## src/rtl/serial_pattern_tx_pkg.sv

```systemverilog
// Shared definitions for the serial pattern transmitter and the detectors that consume its stream.
package serial_pattern_tx_pkg;

    typedef enum logic [1:0] {
        ST_IDLE  = 2'd0,
        ST_SHIFT = 2'd1,
        ST_GAP   = 2'd2
    } state_t;

    localparam logic [11:0] DEFAULT_PATTERN = 12'b1110_1101_1011;

endpackage

```

## src/rtl/serial_pattern_tx_ctr.sv

```systemverilog
// Load/decrement down-counter with zero flag; reused for the bit count and the gap count.
module serial_pattern_tx_ctr #(
    parameter int CW = 4
) (
    input  logic          clk,
    input  logic          reset,
    input  logic          i_load,
    input  logic [CW-1:0] i_val,
    input  logic          i_dec,
    output logic [CW-1:0] o_cnt,
    output logic          o_zero
);

    logic [CW-1:0] r_cnt;

    always_ff @(posedge clk) begin
        if (reset)
            r_cnt <= '0;
        else if (i_load)
            r_cnt <= i_val;
        else if (i_dec && (r_cnt != '0))
            r_cnt <= r_cnt - 1'b1;
    end

    assign o_cnt  = r_cnt;
    assign o_zero = (r_cnt == '0);

endmodule

```

## src/rtl/serial_pattern_tx.sv

```systemverilog
// MSB-first serial transmitter of a fixed-width word with optional looping and an idle gap between frames.
module serial_pattern_tx
    import serial_pattern_tx_pkg::*;
#(
    parameter int               WIDTH   = 12,
    parameter logic [WIDTH-1:0] PATTERN = WIDTH'(DEFAULT_PATTERN),
    parameter int               GAP     = 2
) (
    input  logic             clk,
    input  logic             reset,
    input  logic             valid_i,
    input  logic [WIDTH-1:0] data_i,
    input  logic             use_pat_i,
    input  logic             loop_i,
    input  logic             abort_i,
    output logic             ready_o,
    output logic             x_o,
    output logic             x_valid_o,
    output logic             busy_o,
    output logic             done_o
);

    localparam int CMAX = (WIDTH > GAP + 1) ? WIDTH : GAP + 1;
    localparam int CW   = (CMAX > 1) ? $clog2(CMAX) : 1;
    localparam logic [CW-1:0] BITS_LD = CW'(WIDTH - 1);
    localparam logic [CW-1:0] GAP_LD  = CW'((GAP > 0) ? GAP - 1 : 0);

    state_t           r_state, w_state_nxt;
    logic [WIDTH-1:0] r_shift, w_shift_nxt;
    logic [WIDTH-1:0] r_held, w_held_nxt;
    logic             r_xv, r_busy, r_done, w_done_nxt;
    logic             w_ld, w_dec, w_cnt_zero;
    logic [CW-1:0]    w_ld_val, w_cnt;
    logic [WIDTH-1:0] w_word;

    assign w_word = use_pat_i ? PATTERN : data_i;

    serial_pattern_tx_ctr #(.CW(CW)) u_ctr (
        .clk    (clk),
        .reset  (reset),
        .i_load (w_ld),
        .i_val  (w_ld_val),
        .i_dec  (w_dec),
        .o_cnt  (w_cnt),
        .o_zero (w_cnt_zero)
    );

    // The shift register is zero outside a frame, so its MSB doubles as the registered x_o.
    always_comb begin
        w_state_nxt = r_state;
        w_shift_nxt = r_shift;
        w_held_nxt  = r_held;
        w_ld        = 1'b0;
        w_ld_val    = BITS_LD;
        w_dec       = 1'b0;
        w_done_nxt  = 1'b0;
        case (r_state)
            ST_IDLE: begin
                if (valid_i) begin
                    w_shift_nxt = w_word;
                    w_held_nxt  = w_word;
                    w_ld        = 1'b1;
                    w_state_nxt = ST_SHIFT;
                end
            end
            ST_SHIFT: begin
                if (abort_i) begin
                    w_shift_nxt = '0;
                    w_state_nxt = ST_IDLE;
                end else if (w_cnt_zero) begin
                    w_shift_nxt = r_shift << 1;
                    if (GAP > 0) begin
                        w_ld        = 1'b1;
                        w_ld_val    = GAP_LD;
                        w_state_nxt = ST_GAP;
                    end else if (loop_i) begin
                        w_shift_nxt = r_held;
                        w_ld        = 1'b1;
                    end else begin
                        w_state_nxt = ST_IDLE;
                    end
                end else begin
                    w_shift_nxt = r_shift << 1;
                    w_dec       = 1'b1;
                    w_done_nxt  = (w_cnt == CW'(1));
                end
            end
            ST_GAP: begin
                if (abort_i) begin
                    w_shift_nxt = '0;
                    w_state_nxt = ST_IDLE;
                end else if (w_cnt_zero) begin
                    if (loop_i) begin
                        w_shift_nxt = r_held;
                        w_ld        = 1'b1;
                        w_state_nxt = ST_SHIFT;
                    end else begin
                        w_state_nxt = ST_IDLE;
                    end
                end else begin
                    w_dec = 1'b1;
                end
            end
            default: begin
                w_shift_nxt = '0;
                w_state_nxt = ST_IDLE;
            end
        endcase
    end

    always_ff @(posedge clk) begin
        if (reset) begin
            r_state <= ST_IDLE;
            r_shift <= '0;
            r_held  <= '0;
            r_xv    <= 1'b0;
            r_busy  <= 1'b0;
            r_done  <= 1'b0;
        end else begin
            r_state <= w_state_nxt;
            r_shift <= w_shift_nxt;
            r_held  <= w_held_nxt;
            r_xv    <= (w_state_nxt == ST_SHIFT);
            r_busy  <= (w_state_nxt != ST_IDLE);
            r_done  <= w_done_nxt;
        end
    end

    assign ready_o   = (r_state == ST_IDLE);
    assign x_o       = r_shift[WIDTH-1];
    assign x_valid_o = r_xv;
    assign busy_o    = r_busy;
    assign done_o    = r_done;

endmodule

```

## config.mk

```make
export PLATFORM = sky130hd
export DESIGN_NAME = serial_pattern_tx
export DESIGN_NICKNAME = d
export VERILOG_FILES = /design/src/rtl/serial_pattern_tx_pkg.sv /design/src/rtl/serial_pattern_tx_ctr.sv /design/src/rtl/serial_pattern_tx.sv
export SDC_FILE = /design/constraint.sdc
export NUM_CORES = 1
export LEC_CHECK = 0
export ABC_CLOCK_PERIOD_IN_PS = 2100
export BUFFER_PORTS_ARGS = -buffer_cell sky130_fd_sc_hd__buf_2
export CAP_MARGIN = 20
export CORE_MARGIN = 10
export CORE_UTILIZATION = 34
export DETAILED_ROUTE_END_ITERATION = 6
export SLEW_MARGIN = 20
export SYNTH_ARGS = -nofsm -noshare
export SYNTH_HDL_FRONTEND = slang
export SYNTH_SLANG_ARGS = --single-unit
```

## constraint.sdc

```tcl
create_clock -name clk -period 2.1 [get_ports clk]
set_clock_uncertainty 0.05 [all_clocks]
set_input_delay 0.21 -clock clk [delete_from_list [all_inputs] [get_ports clk]]
set_output_delay 0.21 -clock clk [all_outputs]
set_load 0.01 [all_outputs]
```

; Word level (Yosys, flattened, before mapping)
; Index checks and enable logic that the tools add are counted.
[word_totals]
word_cells = 55
regBits = 33
inputBits = 18
output_inout_bits = 5
[classes]
reduce_logical = 10
eq_ne = 7
n_addsub = 1
n_bitwise = 1
mux = 29
[op_table]
columns = op, n
row1 = 2-to-1 mux 12 bit, 6
row2 = one-hot mux 12 bit (3 select lines), 1
row3 = 2-to-1 mux 4 bit, 5
row4 = 2-to-1 mux 1 bit, 10
row5 = 2-to-1 mux 2 bit, 5
row6 = one-hot mux 2 bit (3 select lines), 1
row7 = "equality test 2 x 1 -> 1 bit, second input constant", 2
row8 = "equality test 4 x 1 -> 1 bit, second input constant", 1
row9 = logical NOT 4 bit, 1
row10 = nonzero test 2 bit, 2
row11 = nonzero test 4 bit, 1
row12 = OR reduction 4 bit, 1
row13 = "subtractor 4 x 1 -> 4 bit, second input constant", 1
row14 = "!= test 3 x 2 -> 1 bit, second input constant", 1
row15 = "!= test 3 bit, second input constant", 1
row16 = one-hot mux 1 bit (3 select lines), 1
row17 = AND reduction 3 bit, 1
row18 = "equality test 2 bit, second input constant", 1
row19 = logical NOT 2 bit, 1
row20 = "!= test 2 bit, second input constant", 1
row21 = AND reduction 2 bit, 1
row22 = OR reduction 2 bit, 1
row23 = logical AND 1 bit, 1
row24 = NOT 1 bit, 1

; Logic depth before layout (Yosys ltp)
[depth]
depth_word = 7
depth_mapped = 7
ltp_nobuf = 6

; Cells and area by module
; Synthesis repeated with hierarchy kept, for this count alone.
[hier_totals]
hier_cells = 208
area_unflattened_um2 = 1855.5
[modules_own_cells]
columns = module, area_each_um2, instances, cells_each, seq_area_each_um2
row1 = serial_pattern_tx, 1592.8, 1, 179, 580.6
row2 = serial_pattern_tx_ctr, 262.8, 1, 29, 80.1

; Least setup slack after synthesis
; Ideal clock, no wire load.
[synth_path]
kind = flip-flop to flip-flop
startpoint = reg u_ctr.r_cnt[0] (netlist: u_ctr.o_cnt[0])
endpoint = reg r_xv (netlist: x_valid_o)
setup_slack_ps = 330
stages_incl_launch_ff = 7
period_less_slack_ps = 1770
t_arrival_ps = 1655
setup_ps = 65
t_required_ps = 1985
path_buffers = 0
path_cell_list = dfxtp_1 > inv_1 > ha_1 > nor3b_2 > or4_1 > a311o_1 > nor2b_1
[synth_between]
elab_chain_cells = 5
elab_cells_between_ends = 7
classes_between = eq/ne (1) / mux (5) / reduce/logical (1)
[synth_lines]
columns = item, line
row1 = from (decl), serial_pattern_tx_ctr.sv:14  ; logic [CW-1:0] r_cnt;
row2 = from (signal assigned), serial_pattern_tx_ctr.sv:20  ; r_cnt <= i_val;
row3 = from (signal assigned), serial_pattern_tx_ctr.sv:22  ; r_cnt <= r_cnt - 1'b1;
row4 = logical NOT 4 bit (*), serial_pattern_tx_ctr.sv:26  ; assign o_zero = (r_cnt == '0);
row5 = 2-to-1 mux 2 bit (on tied branches), "serial_pattern_tx.sv:92, serial_pattern_tx.sv:70"
row6 = 2-to-1 mux 2 bit (on tied branches), "serial_pattern_tx.sv:89, serial_pattern_tx.sv:67"
row7 = one-hot mux 2 bit (3 select lines) (*), serial_pattern_tx.sv:57  ; case (r_state)
row8 = equality test 2 x 1 -> 1 bit (*), serial_pattern_tx.sv:123  ; r_xv <= (w_state_nxt == ST_SHIFT);
row9 = to (signal assigned), serial_pattern_tx.sv:123
row10 = to (decl), serial_pattern_tx.sv:31  ; logic r_xv, r_busy, r_done, w_done_nxt;
; Every way passes the cells marked *; elsewhere a longest branch is shown, timed or not.
; A chain may end at the register's enable or synchronous reset.

; Worst setup path after layout
; Ends and elaborated chain as after synthesis.

==> out/metrics.cfg <==
[outcome]
status=completed

[critical_path]
cp.arrival_ns=2.09
slowest_delay_ns=0.47
end_kind=flop
path_cells=inv_1 -> ha_1 -> nor3b_2 -> or4_1 -> a311o_1 -> nor2b_1
crit_type=flop to flop
slowest_stage=or4_1
cp_max_fo=6
start_kind=flop
required_ns=2.27

[power]
vdd_ir_drop_max_uv=474
p_sw_share_pct=29.9
intPower_uw=1060
pwr-share-clk_pct=30.2
p_seq_share_pct=48.3
leakage_uw=0.000777
pwr_density_cell_nw_per_um2=806
pwr-share-comb_pct=21.5
switching_power_uw=452

[timing]
fin_crit_sh_pct=91.3
period_minus_slack_ns=1.92
fin_tns_setup_ns=0
tightest_slew_ns=0.602
rsz0062_at_grt=false
setup_violations=0
holdWs_ns=0.153
report.final.slew_viol_count=0
hold_violations=0
slew_headroom_pct=59.7
achievable-frequency_mhz=521

[synth]
yosysMostFrequentCell=dfxtp_1
synth.area.top_cells=dfxtp_1 (41%), nor3_1 (6.2%), a22oi_1 (5.6%), nand2_1 (5.6%), a22o_1 (4.9%)
synth-main-ff-cell=dfxtp_1
yosysUniqueCellTypes=37
ys_ff_latch=33
synth_edf_count=0
synth_largest_area_cell=dfxtp_1
ys_seq_area_share_pct=41.1
synth_warnings=0
synthArstFlopShare_pct=0
synth_nets=215
netlist_area_um2=1610
netlist_instances=191
synth_top_area_share_pct=41.1
avgSynthCellArea_um2=8.41
synth_common_cells=dfxtp_1 (33), nand2_1 (24), nor3_1 (20)

[clock_tree]
root_buffer=clkbuf_8
clk_pin_slew_ns=0.07
clock_sinks=33
worstSkewPairLatency_ns=0.28
cts_made_buffers=5
h-tree-depth=2
post_cts_buffers=0
holdBufCountCts=0
cts_resized=0
cts_tree=done
cts.path.max_buffers=2

[floorplanning]
num_rows=24
coreArea_um2=4470
pin_count=23
initial_core_util_pct=35.9
fp.dieH_um=88.7
die_area_um2=7870
die_w_um=88.7

[grt]
antenna_found_initial=0
grt_usage_pct=10.8
grt_pass1_wl_um=6720
grt_util_met1_pct=13.9
gr-total-overflow=0
grt_max_degree=26
use_met2_pct=16.0
grt_pass1_vias=1396
grt-busiest-layer=met2
grt_util_met3_pct=3.13

[routing]
drc=0
ant_nets=0
drt-initial-drc-count=106
dr.pass1.iters=4
via_count=1407
wl_per_cell_um=14.9
vias_per_cell=5.23
wl_um=4000

[placed_design]
port_buffers=22
dp_hpwl_um=2770
dpl.cell_count=261
gp_congestion=0.813

[finish]
nets=240
final_cells=269
area_growth_pct=16.8
diodes=0
num-fill-cells=451
layout-drive-gt1-share_pct=19.4

[worst_hold_path]
min_path_type=primary input to flop

[job]
drv_cap=0

-- cell type report --
cell class	instances	area, um2	area share [%]
Clock buffer	6	72.6	3.87
Clock inverter	2	10.0	0.533
Inverter	6	22.5	1.20
Multi-Input combinational cell	140	876	46.7
Sequential cell	33	661	35.2
Tap cell	52	65.1	3.47
Timing Repair Buffer	30	170	9.07
-- power by group through the flow --
stage	clock, uW	sequential (uW)	combinational (uW)
floorplan	0	738	226
global placement	0	742	323
detailed placement	0	741	326
CTS	476	729	326
global route	502	737	368
finish	457	731	325
-- per-stage QoR --
step	power [uW]	instance area, um2	setup WS, ns	utilization, %
2_1_floorplan	964	1610	0.330	-
3_3_place_gp	1060	1790	0.260	40.1
3_5_place_dp	1070	1790	0.219	40.1
4_1_cts	1530	1880	0.193	41.9
5_1_grt	1610	1880	0.0609	41.9
6_report	1510	1880	0.182	41.9
-- final timing paths --
path         slack (ns)  depth (start not counted)           start         to
max                0.18                          6  u_ctr.o_cnt[0]  x_valid_o
min reg2reg        0.40                          2       r_held[2]  r_held[2]
max reg2reg        0.18                          6  u_ctr.o_cnt[0]  x_valid_o
min                0.15                          3       data_i[2]  r_held[2]
-- sequential cells by signal (all words and copies together) (netlist names) --
| signal | flops |
|---|---|
| busy_o | 1 |
| done_o | 1 |
| r_held | 12 |
| r_shift | 12 |
| r_state | 2 |
| u_ctr.o_cnt | 4 |
| x_valid_o | 1 |
-- logic make-up (layout without fill, tap and decap cells) --
| family | after synthesis | in the layout | synth area share (%) |
|---|---|---|---|
| AND/OR/NAND/NOR | 80 | 80 | 25.5 |
| AO/OA/AOI/OAI | 52 | 52 | 23.2 |
| flip-flops | 33 | 33 | 41.1 |
| buffers and inverters | 18 | 44 | 4.36 |
| adder cells (fa/ha/maj) | 6 | 6 | 4.67 |
| XOR/XNOR | 2 | 2 | 1.09 |
-- layer usage --
layer	wire, um	part of all wire [%]
met1	2000	50
met2	1780	44
met3	144	3.6
met4	84	2.1
met5	0	0
-- worst max-delay path: cells and delay by family, from the launching register on --
family,cells,cell delay [ns]
buffers and inverters,1,0.08
adders and majority gates,1,0.25
AOI/OAI and AO/OA,1,0.31
DFF,1,0.36
and+or+nand+nor,3,0.80
-- cells in the final DEF (no fill, tap or decap), drive strengths merged, types with 7 or more instances in the layout --
| cell | instances |
|---|---|
| buf | 30 |
| a21oi | 7 |
| nand2 | 24 |
| nor3 | 21 |
| nor2 | 12 |
| dfxtp | 33 |
| o21ai | 13 |
| a22oi | 12 |
| a22o | 9 |
No activity file was read; power rests on OpenSTA's default activity.
